[src/rtl/number_input_sequencer_if.sv]
// Byte-stream input and packed-word output bundle for number_input_sequencer.
// master: the environment (upstream byte source plus downstream converter).
// slave:  the sequencer itself.
interface number_input_sequencer_if;
  logic        in_valid;
  logic        in_ready;
  logic [7:0]  in_data;
  logic        in_last;
  logic        out_valid;
  logic        out_ready;
  logic [63:0] out_number;
  logic [7:0]  out_position;

  modport master (
    output in_valid, in_data, in_last, out_ready,
    input  in_ready, out_valid, out_number, out_position
  );

  modport slave (
    input  in_valid, in_data, in_last, out_ready,
    output in_ready, out_valid, out_number, out_position
  );
endinterface

[src/rtl/number_input_sequencer.sv]
// number_input_sequencer: packs ASCII digit lines into 64-bit byte-lane words.
// Digit k of a line lands in bits [8k+7:8k]; a terminator (or in_last) hands the
// word and its digit count to the converter over a valid/ready handshake.
// Lines with more than MAX_DIGITS digits are dropped.
// Optional feature: define NUMIN_ERR_COUNT_EN to add the err_count port, a
// 16-bit saturating count of dropped lines.
module number_input_sequencer #(
  parameter int         MAX_DIGITS = 8,
  parameter logic [7:0] TERM_CHAR  = 8'h0A
) (
  input  logic                    clk,
  input  logic                    rst,
`ifdef NUMIN_ERR_COUNT_EN
  output logic [15:0]             err_count,
`endif
  number_input_sequencer_if.slave bus
);

  typedef enum logic [1:0] {FILL, SKIP, EMIT} state_t;

  localparam logic [3:0] MAX_CNT = 4'(MAX_DIGITS);

  state_t      state_q, state_d;
  logic [3:0]  count_q, count_d;
  logic [63:0] lanes_q, lanes_d;
  logic [63:0] number_q, number_d;
  logic [7:0]  pos_q, pos_d;
  logic        valid_q, valid_d;

  logic in_ready;
  logic accept;
  logic is_digit;
  logic is_term;

  assign in_ready = (state_q != EMIT);
  assign accept   = bus.in_valid && in_ready;
  assign is_digit = (bus.in_data >= 8'h30) && (bus.in_data <= 8'h39);
  assign is_term  = (bus.in_data == TERM_CHAR);

  // Next-state, lane and output-word computation.
  always_comb begin
    // NOTE: every target gets a default first, so no path can infer a latch.
    state_d  = state_q;
    count_d  = count_q;
    lanes_d  = lanes_q;
    number_d = number_q;
    pos_d    = pos_q;
    valid_d  = valid_q;

    case (state_q)
      FILL: begin
        if (accept) begin
          if (is_digit && count_q < MAX_CNT) begin
            lanes_d[{count_q[2:0], 3'b000} +: 8] = bus.in_data;
            count_d = count_q + 4'd1;
          end
          if (is_digit && count_q == MAX_CNT) begin
            if (bus.in_last) begin
              // Overflow on the final byte: the line is dropped right away.
              count_d = 4'd0;
              lanes_d = '0;
            end else begin
              state_d = SKIP;
            end
          end else if ((is_term || bus.in_last) && count_d != 4'd0) begin
            number_d = lanes_d;
            pos_d    = {4'b0000, count_d};
            valid_d  = 1'b1;
            state_d  = EMIT;
          end
        end
      end
      SKIP: begin
        if (accept && (is_term || bus.in_last)) begin
          count_d = 4'd0;
          lanes_d = '0;
          state_d = FILL;
        end
      end
      EMIT: begin
        if (bus.out_ready) begin
          valid_d = 1'b0;
          count_d = 4'd0;
          lanes_d = '0;
          state_d = FILL;
        end
      end
      default: state_d = FILL;
    endcase
  end

  // State and datapath registers with synchronous reset.
  always_ff @(posedge clk) begin
    if (rst) begin
      state_q  <= FILL;
      count_q  <= 4'd0;
      // NOTE: the lanes are plain flops and are cleared so no stale digit
      // from an interrupted line can leak into the next word.
      lanes_q  <= '0;
      number_q <= '0;
      pos_q    <= 8'd0;
      valid_q  <= 1'b0;
    end else begin
      // NOTE: non-blocking so every register sees pre-edge values.
      state_q  <= state_d;
      count_q  <= count_d;
      lanes_q  <= lanes_d;
      number_q <= number_d;
      pos_q    <= pos_d;
      valid_q  <= valid_d;
    end
  end

`ifdef NUMIN_ERR_COUNT_EN
  logic [15:0] err_q;
  logic        drop;

  assign drop = accept &&
                (((state_q == SKIP) && (is_term || bus.in_last)) ||
                 ((state_q == FILL) && is_digit && (count_q == MAX_CNT) && bus.in_last));

  // Saturating count of dropped (overflowed) lines.
  always_ff @(posedge clk) begin
    if (rst) begin
      err_q <= 16'd0;
    end else if (drop && err_q != 16'hFFFF) begin
      err_q <= err_q + 16'd1;
    end
  end

  assign err_count = err_q;
`endif

  assign bus.in_ready     = in_ready;
  assign bus.out_valid    = valid_q;
  assign bus.out_number   = number_q;
  assign bus.out_position = pos_q;

endmodule

[src/flat_wrapper.sv]
// flat-port wrapper written by rule: the top's interface ports become plain ports
module number_input_sequencer_flat 
#(
  parameter int         MAX_DIGITS = 8,
  parameter logic [7:0] TERM_CHAR  = 8'h0A
)
  (clk, rst, bus_in_valid, bus_in_data, bus_in_last, bus_out_ready, bus_in_ready, bus_out_valid, bus_out_number, bus_out_position);
  number_input_sequencer_if bus_i ();
  input  logic clk;
  input  logic rst;
  input wire logic [$bits(bus_i.in_valid)-1:0] bus_in_valid;
  input wire logic [$bits(bus_i.in_data)-1:0] bus_in_data;
  input wire logic [$bits(bus_i.in_last)-1:0] bus_in_last;
  input wire logic [$bits(bus_i.out_ready)-1:0] bus_out_ready;
  output wire logic [$bits(bus_i.in_ready)-1:0] bus_in_ready;
  output wire logic [$bits(bus_i.out_valid)-1:0] bus_out_valid;
  output wire logic [$bits(bus_i.out_number)-1:0] bus_out_number;
  output wire logic [$bits(bus_i.out_position)-1:0] bus_out_position;
  assign bus_i.in_valid = bus_in_valid;
  assign bus_i.in_data = bus_in_data;
  assign bus_i.in_last = bus_in_last;
  assign bus_i.out_ready = bus_out_ready;
  assign bus_in_ready = bus_i.in_ready;
  assign bus_out_valid = bus_i.out_valid;
  assign bus_out_number = bus_i.out_number;
  assign bus_out_position = bus_i.out_position;
  number_input_sequencer #(.MAX_DIGITS(MAX_DIGITS), .TERM_CHAR(TERM_CHAR)) u_core (.clk(clk), .rst(rst), .bus(bus_i));
endmodule
[config.mk]
export PLATFORM = sky130hd
export DESIGN_NAME = number_input_sequencer_flat
export DESIGN_NICKNAME = d
export VERILOG_FILES = /design/src/rtl/number_input_sequencer_if.sv /design/src/rtl/number_input_sequencer.sv /design/src/flat_wrapper.sv
export SDC_FILE = /design/constraint.sdc
export NUM_CORES = 1
export LEC_CHECK = 0
export BUFFER_PORTS_ARGS = -buffer_cell sky130_fd_sc_hd__buf_2
export CORE_MARGIN = 1.5
export CORE_UTILIZATION = 53
export CTS_BUF_LIST = sky130_fd_sc_hd__clkbuf_8
export CTS_CLUSTER_SIZE = 25
export DETAILED_ROUTE_END_ITERATION = 10
export GPL_TIMING_DRIVEN = 0
export PLACE_DENSITY = 0.81
export SETUP_SLACK_MARGIN = 0.3
export SLEW_MARGIN = 5
export SYNTH_ARGS = -nofsm -noshare
export SYNTH_HDL_FRONTEND = slang
export SYNTH_SLANG_ARGS = --single-unit
[constraint.sdc]
create_clock -name clk -period 2.4 [get_ports clk]
set_input_delay 0.24 -clock clk [delete_from_list [all_inputs] [get_ports clk]]
set_output_delay 0.24 -clock clk [all_outputs]
set_load 0.01 [all_outputs]
==> results.yml <==
run_status:
  outcome: "finished, violations left"
  failing_checks: "setup timing"
sta:
  clock_skew_ps: 22.4
  final.period_utilization: 1.02
  min_clock_period_post_route_ps: 2440
  timing.slew.headroom: 0.369
  worst_slack_ps: -36.7
  final_hold_fails: 0
  fmax_mhz: 410
  actual_transition_at_the_worst_max_transition_pin_ps: 947
  final-max-slew-violation-count: 0
  setup-violations-final: 1
  rsz0062_at_grt: "true"
  hold-worst-slack_ps: 184
worst_hold_path:
  worstHoldPathType: "input pin to flop"
  hold_path_depth: 3
final_layout:
  synth_to_layout_area_growth_pct: 37.5
  drive_gt1_frac: 0.385
  antenna-diode-count: 0
  fillers: 719
  postLayoutCellArea_mm2: 0.00789
  layoutNonFillerInstCount: 937
  nets: 808
detailed_routing:
  drc: 0
  number_of_nets_with_antenna_violations_after_routing: 0
  drtIter0Drc: 642
  routed_wl_um: 19800
  wl_per_cell_um: 21.2
  via_count: 5863
  vias_per_cell: 6.26
  detail_route.first_pass.iterations: 7
logic_synthesis:
  yosys_most_used_dff: "dfxtp_1"
  mappedNetlistArea_mm2: 0.00574
  ys_ff_latch: 139
  top_cell_types_by_occurrence_after_synthesis: "dfxtp_1 (139), nand2_1 (83), nor2_1 (77), a21oi_1 (40), nor3_1 (36)"
  syn-instance-count: 651
  yosysSeqAreaShare: 0.485
  post_synth.cell_area_avg_um2: 8.82
  ys.warnings.count: 0
  yosys-top-cells-area: "dfxtp_1 (48%), nand2_1 (5.4%), nor2_1 (5.0%)"
  netlist-cell-type-count: 54
  synth_largest_area_cell: "dfxtp_1"
  synthMostInstantiatedCell: "dfxtp_1"
  yosys.area.top_type_share: 0.485
  synth_enable_flop_cells: 0
  async_flop_share: 0
place:
  gpl_wtd_cong: 0.924
  post_dp_cell_area_mm2: 0.00635
  placement.io_buffers: 80
  place.detailed.instances: 870
  hpwlAfterDp_um: 12000
global_routing:
  grt.overflow.total: 0
  first_global_vias: 5398
  grt_pass1_wl_um: 28400
  grt_antenna_before_repair: 0
  groute.usage.overall: 0.328
  grt_max_degree: 17
clocking:
  clk_path_buf_depth: 2
  worstSkewPairLatency_ps: 480
  clock_tree_from_tritoncts: "yes"
  root_buffer: "clkbuf_8"
  post_cts_hold_buffer_count: 0
  cts_inserted_buffers: 17
  cts_sinks: 139
  clk_transition_reported_paths_ps: 90
  cts_max_level: 4
die:
  pin_count: 87
  die_h_um: 107
  floorplan.initialDensity: 0.551
  die-width_um: 107
  row_count: 37
  core_area_mm2: 0.0104
  floorplan_die_area_mm2: 0.0115
worst_setup_path:
  kind_of_start_point_of_the_critical_path: "flop"
  worstPathMaxFanout: 3
  reg2reg_depth: 9
  worst_setup_path_end_kind: "flop"
  critical_path_required_ps: 2730
  worst_ep_arrival_ps: 2770
  timing_worst_setup_path_type: "flop to flop"
power:
  worst_ir_drop_vdd_mv: 0.466
  cellLeakagePower_nw: 2.96
  p_per_area_mw_per_mm2: 601
job:
  timing.max_cap.violations: 0
report_power, final:
part | internal (mW) | switching [mW] | leakage (nW)
clock network | 0.783 | 1.04 | 0.183
logic | 0.200 | 0.370 | 1.65
registers | 2.32 | 0.0180 | 1.12
registers in the layout, indices dropped and copies added (netlist names):
signal	flops
u_core.bus.out_valid	1
u_core.lanes_q	64
u_core.bus.out_number	64
u_core.state_q	2
u_core.bus.out_position	4
u_core.count_q	4
worst max-delay path: stages, from the launching register on:
cell and delay, ps:
dfxtp_4 370, inv_2 40, ha_4 230, or3b_4 380
nor4_4 240, o211ai_2 140, buf_4 190, nand2_1 140
o21ai_0 160, a221oi_1 400
layer usage:
metal  wire length, um  GRT usage  up-vias
li1                  -          -     2618
met2              9500      0.536      345
met4               866      0.164        0
met5                 0          0        -
met1              7640      0.411     2819
met3              1820     0.0626       81
kinds of logic (layout without fill, tap and decap cells):
group,count (synthesis),after routing,synth area share
AND/OR/NAND/NOR,295,295,0.256
AO/OA/AOI/OAI,140,140,0.179
flip-flops,139,139,0.485
buffers and inverters,61,208,0.0508
adder cells (fa/ha/maj),7,7,0.0153
multiplexers,7,7,0.0122
other,1,4,0.000653
XOR/XNOR,1,1,0.00153
final timing paths:
kind | startpoint | slack [ps] | end
setup / recovery | u_core.count_q[1]$_SDFFE_PP0P_ | -40 | u_core.state_q[0]$_SDFFE_PP0P_
setup reg to reg | u_core.count_q[1]$_SDFFE_PP0P_ | -40 | u_core.state_q[0]$_SDFFE_PP0P_
hold reg to reg | u_core.bus.out_number[31]$_SDFFE_PP0P_ | 450 | u_core.bus.out_number[31]$_SDFFE_PP0P_
hold / removal | bus_out_ready | 180 | u_core.bus.out_valid$_SDFFE_PP0P_
cell type report:
class / count / area, um2 / area share
Multi-Input combinational cell: 454 / 3300 / 0.419
Sequential cell: 139 / 2790 / 0.354
Timing Repair Buffer: 115 / 825 / 0.104
Buffer: 54 / 399 / 0.0506
Clock buffer: 18 / 248 / 0.0314
Tap cell: 136 / 170 / 0.0216
Clock inverter: 14 / 126 / 0.0160
Inverter: 7 / 28.8 / 0.00365
placed cells by master (no fill, tap or decap), types with 12 or more instances in the layout:
cell and instances:
a21oi_1 30, nand4_1 14, nor2_4 29, a311oi_2 14
clkbuf_1 19, nor2_2 15, dfxtp_1 135, nor3_1 22
clkbuf_8 19, nor3_2 14, o2bb2ai_1 12, nand2_1 80
buf_2 88, nor2_1 33, nand3_1 22, buf_4 31
through the flow:
stage / util / power, mW / TNS (ps) / setup slack, ps
final: 0.758 / 4.74 / -36.7 / -36.7
after global routing: 0.758 / 4.86 / -36.9 / -22.2
after global placement: 0.609 / 2.78 / -3830 / -154
after floorplan: - / 2.66 / 0 / 267
after detailed placement: 0.609 / 2.80 / -8430 / -238
after CTS: 0.710 / 4.63 / 0 / 87.3
repair_timing:
action	4_1_cts	5_1_grt
endpoints found under the setup margin	139	139
gates cloned	4	3
gates resized for setup	108	92
setup buffers	20	8
pin swaps	22	10
Power figures use the tool's default switching activity.
